<file path="src/rtl/handshake_arbiter_pkg.sv">
// Shared constants and helpers for the peripheral-bus message collector.
// Synthesizable at elaboration time only; no logic lives here.
package handshake_arbiter_pkg;

    localparam bit TRUE  = 1'b1;
    localparam bit FALSE = 1'b0;

    function automatic int clog2(input int v);
        int r;
        r = 0;
        for (int p = 1; p < v; p = p * 2) r++;
        return r;
    endfunction

endpackage

</file>
<file path="src/rtl/handshake_arbiter_sync_fifo.sv">
// Single-clock FIFO with occupancy count; storage is intentionally not reset.
// A push while full is only honoured together with a pop in the same cycle.
module sync_fifo
    import handshake_arbiter_pkg::*;
#(
    parameter  int WID   = 10,
    parameter  int DEPTH = 4,
    localparam int AW    = clog2(DEPTH),
    localparam int CW    = AW + 1
) (
    input  logic           Clock,
    input  logic           Reset,
    input  logic           push_i,
    input  logic [WID-1:0] din_i,
    input  logic           pop_i,
    output logic [WID-1:0] dout_o,
    output logic           full_o,
    output logic           empty_o,
    output logic [CW-1:0]  count_o
);

    logic [WID-1:0] mem_q [DEPTH];
    logic [AW-1:0]  wr_ptr_q, wr_ptr_d;
    logic [AW-1:0]  rd_ptr_q, rd_ptr_d;
    logic [CW-1:0]  count_q, count_d;
    logic           wr_en, rd_en;

    assign full_o  = (count_q == CW'(DEPTH));
    assign empty_o = (count_q == '0);
    assign count_o = count_q;
    assign dout_o  = mem_q[rd_ptr_q];

    assign rd_en = pop_i & ~empty_o;
    assign wr_en = push_i & (~full_o | rd_en);

    always_comb begin
        wr_ptr_d = wr_ptr_q;
        rd_ptr_d = rd_ptr_q;
        count_d  = count_q;
        if (wr_en) wr_ptr_d = wr_ptr_q + 1'b1;
        if (rd_en) rd_ptr_d = rd_ptr_q + 1'b1;
        unique case ({wr_en, rd_en})
            2'b10:   count_d = count_q + 1'b1;
            2'b01:   count_d = count_q - 1'b1;
            default: count_d = count_q;
        endcase
    end

    always_ff @(posedge Clock) begin
        if (Reset) begin
            wr_ptr_q <= '0;
            rd_ptr_q <= '0;
            count_q  <= '0;
        end else begin
            wr_ptr_q <= wr_ptr_d;
            rd_ptr_q <= rd_ptr_d;
            count_q  <= count_d;
        end
    end

    always_ff @(posedge Clock) begin
        if (wr_en) mem_q[wr_ptr_q] <= din_i;
    end

endmodule

</file>
<file path="src/rtl/handshake_arbiter.sv">
// Multi-channel message collector: per-channel capture, round-robin grant,
// and a shared queue drained by one consumer over a ready/ack handshake.
module handshake_arbiter
    import handshake_arbiter_pkg::*;
#(
    parameter  int WID_DATA = 8,
    parameter  int NUM_CH   = 4,
    parameter  int DEPTH    = 4,
    localparam int WID_CH   = clog2(NUM_CH)
) (
    input  logic                       Clock,
    input  logic                       Reset,
    input  logic [NUM_CH-1:0]          T_Start,
    input  logic [NUM_CH*WID_DATA-1:0] T_Data,
    output logic [NUM_CH-1:0]          T_Busy,
    output logic [NUM_CH-1:0]          T_Dropped,
    output logic [WID_DATA-1:0]        R_Data,
    output logic [WID_CH-1:0]          R_Channel,
    output logic                       R_DataReady,
    input  logic                       R_Ack
);

    localparam int CW = clog2(DEPTH) + 1;
    localparam int EW = WID_CH + WID_DATA;

    logic [NUM_CH-1:0]   busy_q, busy_d;
    logic [NUM_CH-1:0]   drop_q, drop_d;
    logic [WID_CH-1:0]   ptr_q, ptr_d;
    logic [WID_DATA-1:0] hold_q [NUM_CH];

    logic              gnt_vld;
    logic [WID_CH-1:0] gnt_idx;
    logic [WID_CH-1:0] cand;
    logic              push_ok, pop;
    logic              full, empty;
    logic [CW-1:0]     count;
    logic [EW-1:0]     head;

    assign T_Busy      = busy_q;
    assign T_Dropped   = drop_q;
    assign R_DataReady = (count != '0);
    assign pop         = R_Ack & ~empty;
    // A full queue still accepts a grant when the consumer frees a slot now
    assign push_ok     = ~full | pop;

    always_comb begin
        gnt_vld = FALSE;
        gnt_idx = '0;
        cand    = '0;
        if (push_ok) begin
            for (int k = 1; k <= NUM_CH; k++) begin
                cand = WID_CH'((int'(ptr_q) + k) % NUM_CH);
                if (!gnt_vld && busy_q[cand]) begin
                    gnt_vld = TRUE;
                    gnt_idx = cand;
                end
            end
        end
    end

    // A start seen while busy is dropped even if the grant clears busy now
    always_comb begin
        busy_d = busy_q;
        drop_d = drop_q;
        ptr_d  = ptr_q;
        if (gnt_vld) begin
            busy_d[gnt_idx] = FALSE;
            ptr_d           = gnt_idx;
        end
        for (int i = 0; i < NUM_CH; i++) begin
            if (T_Start[i]) begin
                if (busy_q[i]) drop_d[i] = TRUE;
                else           busy_d[i] = TRUE;
            end
        end
    end

    always_ff @(posedge Clock) begin
        if (Reset) begin
            busy_q <= '0;
            drop_q <= '0;
            ptr_q  <= WID_CH'(NUM_CH - 1);
        end else begin
            busy_q <= busy_d;
            drop_q <= drop_d;
            ptr_q  <= ptr_d;
        end
    end

    always_ff @(posedge Clock) begin
        for (int i = 0; i < NUM_CH; i++) begin
            if (T_Start[i] && !busy_q[i])
                hold_q[i] <= T_Data[i*WID_DATA +: WID_DATA];
        end
    end

    sync_fifo #(
        .WID   (EW),
        .DEPTH (DEPTH)
    ) u_fifo (
        .Clock   (Clock),
        .Reset   (Reset),
        .push_i  (gnt_vld),
        .din_i   ({gnt_idx, hold_q[gnt_idx]}),
        .pop_i   (pop),
        .dout_o  (head),
        .full_o  (full),
        .empty_o (empty),
        .count_o (count)
    );

    assign R_Channel = head[EW-1:WID_DATA];
    assign R_Data    = head[WID_DATA-1:0];

endmodule

</file>
<file path="config.mk">
export PLATFORM = sky130hd
export DESIGN_NAME = handshake_arbiter
export DESIGN_NICKNAME = d
export VERILOG_FILES = /design/src/rtl/handshake_arbiter_pkg.sv /design/src/rtl/handshake_arbiter_sync_fifo.sv /design/src/rtl/handshake_arbiter.sv
export SDC_FILE = /design/constraint.sdc
export NUM_CORES = 1
export LEC_CHECK = 0
export BUFFER_PORTS_ARGS = -buffer_cell sky130_fd_sc_hd__buf_2
export CAP_MARGIN = 5
export CORE_ASPECT_RATIO = 0.6
export CORE_MARGIN = 2
export CORE_UTILIZATION = 50
export DETAILED_ROUTE_END_ITERATION = 16
export PLACE_DENSITY = 0.72
export SLEW_MARGIN = 40
export SYNTH_ARGS = -nofsm -noshare
export SYNTH_HDL_FRONTEND = slang
export SYNTH_HIERARCHICAL = 1
export SYNTH_SLANG_ARGS = --single-unit
</file>
<file path="constraint.sdc">
create_clock -name Clock -period 4.65 [get_ports Clock]
set_input_delay 0.93 -clock Clock [delete_from_list [all_inputs] [get_ports Clock]]
set_output_delay 0.93 -clock Clock [all_outputs]
set_load 0.01 [all_outputs]
</file>
---- Word-level counts from Yosys, hierarchy flattened ----
Memories as Yosys holds them, arrays and structs flattened. A register that Yosys moved wholly into a read port is not among the register bits.
Cells that the tools add are included.
operators by class
  magnitude comparators ................... 6
  eq/ne operators ......................... 3
  reduce and logical (&&, ||, !) cells .... 22
  add/subtract/negate cells ............... 8
  bitwise gates (word level) .............. 9
  mux-type cells .......................... 45
operators with widths
  cell                 number
  $mux 1               31
  $lt 2x3->1 const B   5
  $mux 2               7
  $add 2x1->2 const B  4
  $bmux 1 s2           4
  $logic_and 1x1->1    8
  $reduce_and 2->1     4
  $logic_not 1->1      7
  $pmux 3 s2           1
  $add 2x2->2 const B  2
  $and 4x4->4          1
  $mux 4               1
  $not 4->4            1
  $add 3x1->3 const B  1
  $and 1x1->1          3
  $eq 3x3->1 const B   1
  $logic_not 3->1      1
  $reduce_bool 3->1    1
  $sub 3x1->3 const B  1
  $demux 1 s2          1
  $eq 2x1->1 const B   1
  $eq 2x2->1 const B   1
  $ge 2x1->1 const B   1
  $not 1->1            2
  2 further kinds      3
word-level totals
  memories kept ........................... 2
  memory bits (writable) .................. 72
  bits of input ports ..................... 39
  bits in registers ....................... 17
memories
  memory        words  width  rd ports  clocked after memory_dff  wr ports  line                               RTL
  u_fifo.mem_q  4      10     1         1                         1         handshake_arbiter_sync_fifo.sv:22  logic [WID-1:0] mem_q [DEPTH];
  hold_q        4      8      1         0                         4         handshake_arbiter.sv:29            logic [WID_DATA-1:0] hold_q [NUM_CH];

---- Longest topological paths before layout ----
Gate-level depths: netlist of run 1.
  word-level depth ........................ 26
  depth in mapped cells ................... 13
  mapped depth without buffers ............ 13

---- Cells and area by module ----
The synthesis of run 1 kept the hierarchy.
by module, submodules not included
  module             instances  area each (µm²)  cells an instance
  sync_fifo          1          1930.6           106
  handshake_arbiter  1          1714.1           121

---- Least setup slack after synthesis of run 1 ----
OpenSTA, ideal clock, no wires.
  path kind ............................... input to register
  from .................................... input R_Ack
  to ...................................... register u_fifo.count_q[2], in the netlist u_fifo/count_o[2]
  path buffers ............................ 0
  data arrival time ....................... 2703 ps
  setup time .............................. 70 ps
  required time ........................... 4580 ps
  slack ................................... 1876 ps
  stages .................................. 12
  cell sequence ........................... nand2b_1 nand2_1 nand2_1 inv_1 a21boi_2 inv_1 ha_1 inv_1 fa_1 xor2_1 or3_2 a21oi_1
between the ends
  word-level cells in the longest chain between the ends .. 6
  elaborated cells on any way between the ends .. 10
  those cells by class .................... eq/ne: 2; mux: 2; bitwise: 5; reduce/logical: 1
ends and longest elaborated chain
  element                                                 line                               RTL
  from (decl)                                             handshake_arbiter.sv:20            input logic R_Ack
  $and 1x1->1 (*)                                         handshake_arbiter.sv:42            assign pop = R_Ack & ~empty;
  $or 1x1->1 (*)                                          handshake_arbiter.sv:44            assign push_ok = ~full | pop;
  $mux 1 (*)                                              handshake_arbiter.sv:50            if (push_ok) begin
  net gnt_vld                                             handshake_arbiter.sv:31            logic gnt_vld;
  $and 1x1->1 (*)                                         handshake_arbiter_sync_fifo.sv:34  assign wr_en = push_i & (~full_o | rd_en);
  $eq 2x1->1 / $eq 2x2->1 (equally long branches)         handshake_arbiter_sync_fifo.sv:42  unique case ({wr_en, rd_en})
  $pmux 3 s2 / $reduce_bool 2->1 (equally long branches)  -
  to (signal assigned)                                    handshake_arbiter_sync_fifo.sv:57  count_q <= count_d;
  to (decl)                                               handshake_arbiter_sync_fifo.sv:25  logic [CW-1:0] count_q, count_d;
Mark *: on every way through the listed nets, which the timed path passes. The rest lies on a longest branch.
A chain may end at the register's enable or synchronous reset.

---- Worst setup path in the final report of run 1 ----
  from .................................... register u_fifo.count_q[1], in the netlist u_fifo/count_o[1]
  to ...................................... register u_fifo.count_q[2], in the netlist u_fifo/count_o[2]
between the ends
  word-level cells in the longest chain between the ends .. 8
  elaborated cells on any way between the ends .. 16
  those cells by class .................... add/sub: 2; eq/ne: 3; mux: 2; bitwise: 7; reduce/logical: 2
ends and longest elaborated chain
  element                                                 line                               RTL
  $logic_not 3->1 (*)                                     handshake_arbiter_sync_fifo.sv:29  assign empty_o = (count_q == '0);
  net empty                                               handshake_arbiter.sv:35            logic full, empty;
  $not 1->1 (*)                                           handshake_arbiter.sv:42
  $and 1x1->1 (*)                                         handshake_arbiter.sv:42
  $or 1x1->1 (*)                                          handshake_arbiter.sv:44
  $mux 1 (*)                                              handshake_arbiter.sv:50
  net gnt_vld                                             handshake_arbiter.sv:31
  $and 1x1->1 (*)                                         handshake_arbiter_sync_fifo.sv:34
  $eq 2x1->1 / $eq 2x2->1 (equally long branches)         handshake_arbiter_sync_fifo.sv:42
  $pmux 3 s2 / $reduce_bool 2->1 (equally long branches)  -
Marks and branches as above.

==> out/qor.yml, run 1 <==
clock_tree:
  cts_buffer_depth: 2
  cts_made_buffers: 9
  clkTransAtPathRegs_ns: 0.06
  htreeDepth: 3
  cts_resized: 0
  clock-sinks: 91
  cts-root-buf: "clkbuf_16"
  cts-hold-fix-buffers: 0
  clk_latency_ns: 0.33
  cts_tree: "done"
  post_cts_buffers: 0
power_and_ir_drop:
  irDropWorstVdd_v: 0.000289
  p_leak_nw: 1.73
  power_per_cell_area_nw_per_um2: 660
timing:
  hold_viol: 0
  fin_ws_ns: 1.79
  report.final.slew_viol_count: 0
  max_freq_mhz: 349
  period_share: 0.616
  tns_ns: 0
  finalCriticalPeriod_ns: 2.86
  skew_ns: 0.00538
  rsz0062_at_grt: "no"
  worst_pin_slew_ns: 0.788
  relSlewSlack: 0.474
  setup_viol: 0
run_status:
  outcome: "complete, no violations"
yosys:
  synth-main-ff-cell: "edfxtp_1"
  avgSynthCellArea_um2: 16.1
  ys_seq_area_frac: 0.698
  synth_cell_types: 37
  yosys_warnings: 6
  synth_edf_count: 72
  synth_nets: 272
  netlist_area_um2: 3640
  synth_seq_cells: 91
  synth-async-reset-ratio: 0
  synthCells: 227
floorplan:
  die_x_um: 114
  core_um2: 7150
  initial_core_util: 0.510
  die_h_um: 70.1
  rows: 24
  dieArea_um2: 8010
  io_pins: 58
grt:
  grt_pass1_vias: 1900
  grt_max_degree: 21
  antenna_found_initial: 0
  track_usage: 0.175
  overflow: 0
  grt_pass1_wl_um: 10300
route:
  first_pass_iters: 4
  routed_via_density: 5.22
  wl_per_cell_um: 16.6
  vias: 2006
  drtIter0Drc: 129
  drcViolationCount: 0
  wirelength_um: 6370
  postRouteAntennaNets: 0
worst_setup_path:
  crit_path_max_fanout: 7
  regToRegSetupSlack_ns: 1.79
  required_ns: 4.91
  cp.arrival_ns: 3.13
  r2r_start: "u_fifo/count_o[1]"
  critical_path.reg2reg.endpoint: "u_fifo/count_o[2]"
  worstSetupEndpointType: "flop"
  critical_path_class: "flop to flop"
  ff2ff_path_depth: 13
  cp-start-kind: "flop"
layout:
  seqCellArea_um2: 2540
  multi_input_area_um2: 1000
  fin_util: 0.602
  syn2layout_area_growth_pct: 18.1
  layout-drive-gt1-share: 0.314
  diodes: 0
  final_nets: 334
  num-fill-cells: 549
placed_design:
  gp_congestion: 0.784
  place_ws_ns: 1.61
  dp.final_hpwl_um: 4400
  io_buffer_count: 57
worst_hold_path:
  min_delay_path_depth: 2
  holdPathEnd: "T_Dropped[1]"
  hold_path.class: "flop to flop"
  hold_start: "T_Dropped[1]"
flow_run:
  cap_viol_max_count: 0
worst max-delay path by stage:
stage                           start                 to  slack [ns]  depth (start not counted)
detailed placement              R_Ack  u_fifo/count_o[2]        1.61                         13
finish              u_fifo/count_o[1]  u_fifo/count_o[2]        1.79                         13
floorplan                       R_Ack  u_fifo/count_o[2]        1.88                         12
global placement                R_Ack  u_fifo/count_o[2]        1.69                         13
CTS                              flop          R_Data[3]        1.82                          2
global route        u_fifo/count_o[1]  u_fifo/count_o[2]        1.56                         13
worst max-delay path, stage by stage, from the launching register on:
cell and delay [ns]:
dfxtp_1 0.37, nor3_1 0.35, nand2b_1 0.20, nand2_1 0.11, nand2_1 0.13, inv_1 0.04, a21boi_2 0.19, inv_1 0.08
ha_1 0.17, inv_1 0.07, fa_1 0.38, xor2_1 0.16, or3_2 0.40, a21oi_1 0.14
synthesized netlist by cell type (all sizes together) (4+ instances only):
| master | number | area (µm²) |
|---|---|---|
| inv | 14 | 52.6 |
| a21oi | 10 | 50.1 |
| mux4 | 10 | 225 |
| ha | 5 | 62.6 |
| edfxtp | 72 | 2160 |
| and2 | 5 | 36.3 |
| nor2 | 18 | 67.6 |
| mux2i | 26 | 260 |
| nand2 | 7 | 26.3 |
| dfxtp | 19 | 380 |
| nand2b | 4 | 25.0 |
cell type report:
class,count,area share
clock buffer,11,0.0541
tap,91,0.0264
clock inverter,4,0.0177
multi-input combinational,116,0.233
inverter,14,0.0122
sequential,91,0.591
timing repair buffer,57,0.0663
flip-flops by register name, summed over array words and instances, names as in the netlist, named ones only:
signal,count
u_fifo/mem_q,40
hold_q,32
T_Busy,4
T_Dropped,4
u_fifo/count_o,3
ptr_q,2
u_fifo/rd_ptr_q,2
u_fifo/wr_ptr_q,2
layer usage:
metal  global-route usage  up-vias  wire (µm)
met5                    0        -          0
met4               0.0407        0         36
met3               0.0642        5        383
met2                0.235       71       2660
met1                0.271      966       3290
li1                     -      964          -
cell families after synthesis:
family | count (synthesis) | share of synthesized area
AO/OA/AOI/OAI | 22 | 0.0371
adder cells (fa/ha/maj) | 6 | 0.0227
buffers and inverters | 20 | 0.0275
multiplexers | 37 | 0.137
AND/OR/NAND/NOR | 48 | 0.0707
flip-flops | 91 | 0.698
XOR/XNOR | 3 | 0.00721
per-stage QoR:
step / area, µm² / total power [mW] / hold slack [ns] / instances
floorplan: 3640 / 1.88 / 0.459 / 227
global placement: 4000 / 2.09 / 0.443 / 369
detailed placement: 4000 / 2.12 / 0.451 / 369
CTS: 4310 / 2.87 / 0.466 / 384
global route: 4310 / 3.01 / 0.511 / 384
finish: 4310 / 2.84 / 0.459 / 384
power breakdown:
group          total (mW)  switching (mW)  internal [mW]  leakage [nW]
clock network       0.749           0.280          0.469         0.146
registers            1.29           0.106           1.18         0.834
logic               0.805           0.459          0.346         0.745
total                2.84           0.845           2.00          1.73
placed cells by master, fill, tap and decap left out, types with 3 or more instances in the layout:
cell,instances
edfxtp_1,72
buf_2,57
mux2i_1,26
dfxtp_1,19
nor2_1,18
inv_1,13
a21oi_1,10
mux4_2,10
clkbuf_16,9
nand2_1,7
ha_1,5
nand2b_1,4
and2_2,4
o21ai_0,3
nor2b_1,3
xor2_1,3
Note: power is estimated with default switching activity, not from simulation.
==> run 2: changes to the inputs <==
--- a/config.mk
+++ b/config.mk
@@ -5,13 +5,14 @@
 export SDC_FILE = /design/constraint.sdc
 export NUM_CORES = 1
 export LEC_CHECK = 0
+export ABC_AREA = 1
 export BUFFER_PORTS_ARGS = -buffer_cell sky130_fd_sc_hd__buf_2
 export CAP_MARGIN = 5
 export CORE_ASPECT_RATIO = 0.6
 export CORE_MARGIN = 2
 export CORE_UTILIZATION = 50
 export DETAILED_ROUTE_END_ITERATION = 16
-export PLACE_DENSITY = 0.72
+export PLACE_DENSITY = 0.71
 export SLEW_MARGIN = 40
 export SYNTH_ARGS = -nofsm -noshare
 export SYNTH_HDL_FRONTEND = slang
==> constraint.sdc (replaced) <==
create_clock -name Clock -period 2.95 [get_ports Clock]
set_input_delay 0.59 -clock Clock [delete_from_list [all_inputs] [get_ports Clock]]
set_output_delay 0.59 -clock Clock [all_outputs]
set_load 0.01 [all_outputs]
==> run 2 against run 1 <==
  * Maximum frequency up 8.9%
  * Register-to-register slack got worse by 1.5 ns
  * Final cell count up 51%
  * Count of clock-buffer cells in the layout unchanged
  * Critical path type unchanged
  * Critical endpoint unchanged
  * Largest power group is now combinational cells
  * Highest routed layer unchanged
==> out/qor.yml, run 2 <==
yosys:
  yosysMostFrequentCell: "nand2_1"
  yosys.area.top_type: "edfxtp_1"
  netlist_area_um2: 4040
  synth_edf_count: 72
  synth_commonest_cells: "nand2_1, edfxtp_1, nor2_1"
  synth-main-ff-cell: "edfxtp_1"
  synth_nets: 447
  synthCells: 402
  ys_top_cells_by_area: "edfxtp_1, nand2_1, dfxtp_1"
  synth-async-reset-ratio: 0
  avgSynthCellArea_um2: 10.0
  synth_seq_cells: 91
  ys_seq_area_frac: 0.630
  synth_cell_types: 33
  yosys_warnings: 6
  synth_top_area_frac: 0.536
floorplan:
  die_h_um: 73.6
  dieArea_um2: 8830
  initial_core_util: 0.514
  core_um2: 7850
  io_pins: 58
  die_x_um: 120
  rows: 25
layout:
  syn2layout_area_growth_pct: 16.7
  layout-drive-gt1-share: 0.232
  top_regs: "u_fifo/mem_q: 40 flops, hold_q: 32 flops"
  final_common_cell: "nand2_1"
  largest_register_ffs: 40
  finalNonFillerCells: 578
  final_nets: 510
  num-fill-cells: 643
  diodes: 0
  top_register: "u_fifo/mem_q"
  layout.cells.most_common_list: "nand2_1, edfxtp_1, buf_2, nor2_1, inv_1"
route:
  drtIter0Drc: 268
  wirelength_um: 8080
  first_pass_iters: 5
  vias: 2848
  drcViolationCount: 0
  postRouteAntennaNets: 0
  wl_per_cell_um: 14.0
  routed_via_density: 4.93
flow_run:
  cap_viol_max_count: 0
grt:
  grt_pass1_wl_um: 13200
  grt_max_degree: 22
  grt_pass1_vias: 2747
  overflow: 0
  track_usage: 0.199
  antenna_found_initial: 0
timing:
  tns_ns: 0
  fin_hold_ws_ns: 0.429
  report.final.slew_viol_count: 0
  period_share: 0.891
  worst_pin_slew_ns: 0.584
  relSlewSlack: 0.610
  rsz0062_at_grt: "no"
  max_freq_mhz: 380
  setup_viol: 0
  hold_viol: 0
  skew_ns: 0.00748
  finalCriticalPeriod_ns: 2.63
clock_tree:
  htreeDepth: 3
  post_cts_buffers: 0
  cts-root-buf: "clkbuf_16"
  cts_buffer_depth: 2
  clock-sinks: 91
  clk_latency_ns: 0.33
  clkTransAtPathRegs_ns: 0.06
  cts_tree: "done"
  cts_made_buffers: 9
power_and_ir_drop:
  power_per_cell_area_nw_per_um2: 1310
  p_leak_nw: 2.06
  irDropWorstVdd_v: 0.000562
worst_setup_path:
  critPathSlowestCell: "dfxtp_2"
  crit_path_max_fanout: 10
  crit_family: "simple AND/OR/NAND/NOR gates"
  cp_common_cell: "nand2_1"
  regToRegSetupSlack_ns: 0.32
  worstSetupEndpointType: "flop"
  required_ns: 3.17
  critical_path_buf_inv_count: 4
  critical_path_class: "flop to flop"
  crit_chain: "inv_6 -> nand2_1 -> nand2_1 -> nand2_1 -> nand2_2 -> nor2_4 -> nand2_1 -> o21ai_0 -> inv_1 -> nand2_2 -> ha_1 -> inv_1 -> fa_1 -> inv_1 -> nand2_1 -> nand3_1 -> nand2_1 -> nand2_1 -> nor2_1"
  cp.arrival_ns: 2.85
  cp-start-kind: "flop"
  slowest_delay_ns: 0.46
placed_design:
  dp.final_hpwl_um: 5700
  io_buffer_count: 57
  gp_congestion: 0.871
  dp_cells: 562
run_status:
  outcome: "complete, no violations"
worst_hold_path:
  hold_path.class: "input pin to flop"
[run 2: path summary, 6_finish.rpt]
| path | from | endpoint | cells after the start |
|---|---|---|---|
| max | ptr_q[0] | u_fifo/count_o[2] | 19 |
| min | T_Data[25] | hold_q[3][1] | 1 |
| max reg2reg | ptr_q[0] | u_fifo/count_o[2] | 19 |
| min reg2reg | T_Dropped[0] | T_Dropped[0] | 2 |
[run 2: routing by layer]
metal / track usage / share of wire
met2: 0.304 / 0.44
met5: 0 / 0
met3: 0.0481 / 0.064
met4: 0.0680 / 0.0087
met1: 0.281 / 0.48
[run 2: kinds of logic (layout without fill, tap and decap cells)]
group / after synthesis / in the layout / synth area share
and+or+nand+nor: 203 / 203 / 0.219
DFF: 91 / 91 / 0.630
AOI/OAI and AO/OA: 53 / 53 / 0.0725
buffers and inverters: 49 / 117 / 0.0586
adders and majority gates: 6 / 6 / 0.0205
[run 2: final cells by class]
cell class	count	area, µm²	area share
Multi-Input combinational cell	262	1260	0.267
Tap cell	108	135	0.0287
Sequential cell	91	2540	0.540
Timing Repair Buffer	63	330	0.0701
Inverter	38	155	0.0329
Clock inverter	5	53.8	0.0114
Clock buffer	11	233	0.0494
[run 2: timing repair]
action / CTS / global route
hold buffers: 0 / 0
endpoints found under the setup margin: 0 / 1
gates resized for setup: 0 / 2
[run 2: report_power, final]
part,internal (mW),leakage [nW],switching (mW)
logic,0.814,1.09,1.96
registers,2.13,0.840,0.167
clock network,0.652,0.133,0.440
[run 2: per-stage QoR]
step                      power, mW  area [µm²]  utilization  worst slack (ns)
after floorplan                4.36        4040            -             0.602
after global placement         4.99        4420        0.563             0.316
after detailed placement       5.06        4420        0.563             0.167
after CTS                      6.16        4710        0.600             0.158
after global routing           6.64        4710        0.600            0.0386
final                          6.16        4710        0.600             0.321
==> run 3: changes to the inputs <==
--- a/config.mk
+++ b/config.mk
@@ -12,7 +12,8 @@
 export CORE_MARGIN = 2
 export CORE_UTILIZATION = 50
 export DETAILED_ROUTE_END_ITERATION = 16
-export PLACE_DENSITY = 0.71
+export PLACE_DENSITY = 0.74
+export RECOVER_POWER = 100
 export SLEW_MARGIN = 40
 export SYNTH_ARGS = -nofsm -noshare
 export SYNTH_HDL_FRONTEND = slang
==> constraint.sdc (replaced) <==
create_clock -name Clock -period 2.2 [get_ports Clock]
set_input_delay 0.44 -clock Clock [delete_from_list [all_inputs] [get_ports Clock]]
set_output_delay 0.44 -clock Clock [all_outputs]
set_load 0.01 [all_outputs]
==> run 3 against run 2 <==
  * Routed wire length up 25%
  * The flow now finishes with violations (negative setup slack)
  * Sequential cell count unchanged
  * Largest cell class unchanged
  * Utilization up 8.6 points
  * Global-route usage up 0.72 points
  * Die area unchanged
  * First-iteration DRC count up 2.2%
  * Final cell count up 5.7%
==> out/qor.yml, run 3 (synthesized netlist as in run 2, its figures left out) <==
route:
  drcViolationCount: 0
  drtIter0Drc: 274
  wl_per_cell_um: 16.5
  wirelength_um: 10100
  vias: 3176
  routed_via_density: 5.20
  first_pass_iters: 5
  postRouteAntennaNets: 0
timing:
  setup_viol: 36
  max_freq_mhz: 426
  fin_ws_ns: -0.148
  worst_pin_slew_ns: 0.568
  relSlewSlack: 0.621
  hold_viol: 0
  period_share: 1.07
  report.final.slew_viol_count: 0
  skew_ns: 0.00791
  tns_ns: -2.97
  finalCriticalPeriod_ns: 2.35
  rsz0062_at_grt: "yes"
flow_run:
  cap_viol_max_count: 0
clock_tree:
  clock-sinks: 91
  cts-hold-fix-buffers: 0
  clk_latency_ns: 0.34
  cts-root-buf: "clkbuf_16"
  htreeDepth: 3
  clkTransAtPathRegs_ns: 0.06
  cts_made_buffers: 9
  cts_tree: "done"
  cts_buffer_depth: 2
run_status:
  outcome: "finished with violations"
  violations: "negative setup slack"
worst_setup_path:
  crit_chain: "inv_1 -> nand2_1 -> nand2_1 -> o21ai_2 -> nand3_4 -> nand3_4 -> nand2_4 -> nand2_8 -> buf_12 -> clkinv_8 -> nand2_2 -> nand2_1 -> nand2_1 -> nand2_2"
  critPathSlowestCell: "dfxtp_1"
  cp-start-kind: "flop"
  critical_path.reg2reg.endpoint: "u_fifo/mem_q[3][0]"
  cp_common_cell: "nand2_1"
  crit_path_max_fanout: 8
  crit_path_start: "T_Busy[3]"
  ff2ff_path_depth: 14
  regToRegSetupSlack_ns: -0.15
  cp.arrival_ns: 2.43
  slowest_delay_ns: 0.41
  critical_path_class: "flop to flop"
  required_ns: 2.28
  r2r_start: "T_Busy[3]"
  worstSetupEndpointType: "flop"
worst_hold_path:
  min_delay_path_depth: 1
  hold_path.class: "input pin to flop"
  hold_start: "T_Data[15]"
  holdPathEnd: "hold_q[1][7]"
floorplan:
  io_pins: 58
  dieArea_um2: 8830
  initial_core_util: 0.514
  die_h_um: 73.6
  die_x_um: 120
  rows: 25
  core_um2: 7850
layout:
  layout-drive-gt1-share: 0.398
  syn2layout_area_growth_pct: 33.4
  fin_util: 0.686
  top_register: "u_fifo/mem_q"
  largest_register_ffs: 40
  layout.cells.most_common_list: "nand2_1, edfxtp_1, nand2_2, buf_2, nor2_1"
  final_common_cell: "nand2_1"
  diodes: 0
  final_nets: 543
  fin_area_um2: 5390
  top_regs: "u_fifo/mem_q: 40 flops, hold_q: 32 flops"
placed_design:
  gp_congestion: 0.889
  io_buffer_count: 57
  dp.final_hpwl_um: 5940
  dpl-instance-area_um2: 4570
  place_ws_ns: -0.0834
grt:
  overflow: 0
  grt_max_degree: 21
  grt_pass1_wl_um: 13600
  track_usage: 0.206
  grt_pass1_vias: 2771
  antenna_found_initial: 0
run 3: cell types whose count changed in the layout (fill, tap and decap cells not counted), sizes merged:
cell      change
buf          +22
bufinv        +1
clkbuf       +12
clkinvlp      -2
run 3: how the worst max path moves through the flow:
stage | endpoint | cells after the start
3_3_place_gp | u_fifo/mem_q[3][2] | 18
4_1_cts | u_fifo/count_o[2] | 19
5_1_grt | u_fifo/mem_q[0][0] | 17
3_5_place_dp | u_fifo/count_o[2] | 20
6_report | u_fifo/mem_q[3][0] | 14
2_1_floorplan | u_fifo/count_o[2] | 20
run 3: timing repair:
item	4_1_cts	5_1_grt
gates cloned	0	3
endpoints found under the setup margin	34	35
setup buffers	1	15
pin swaps	4	23
gates resized for setup	10	91
run 3: layout make-up:
type | instances | area, µm²
clock buffer | 14 | 264
clock inverter | 2 | 60.1
fill | 539 | 2470
inverter | 38 | 171
multi-input combinational | 262 | 1550
sequential | 91 | 2550
tap | 108 | 135
timing repair buffer | 94 | 629
timing repair inverter | 2 | 27.5
run 3: worst max-delay path: cells and delay by family (launching register included):
family	cells	cell delay, ns
AND/OR/NAND/NOR	10	1.06
buffers and inverters	3	0.37
AO/OA/AOI/OAI	1	0.22
flip-flops	1	0.41
run 3: stage by stage:
step	cells	hold WS, ns
finish	611	0.269
floorplan	402	0.461
CTS	593	0.257
detailed placement	576	0.456
global placement	576	0.445
global route	611	0.254
run 3: routing by layer:
layer | global-route usage | wire [µm] | share of wire
met1 | 0.293 | 4580 | 0.45
met2 | 0.304 | 4540 | 0.45
met3 | 0.0730 | 664 | 0.066
met4 | 0.0497 | 290 | 0.029
met5 | 0 | 0 | 0
Power of run 3 is left out: the tool's default activity adds up to more than one toggle a clock period on the data nets, which glitch-free logic cannot reach.
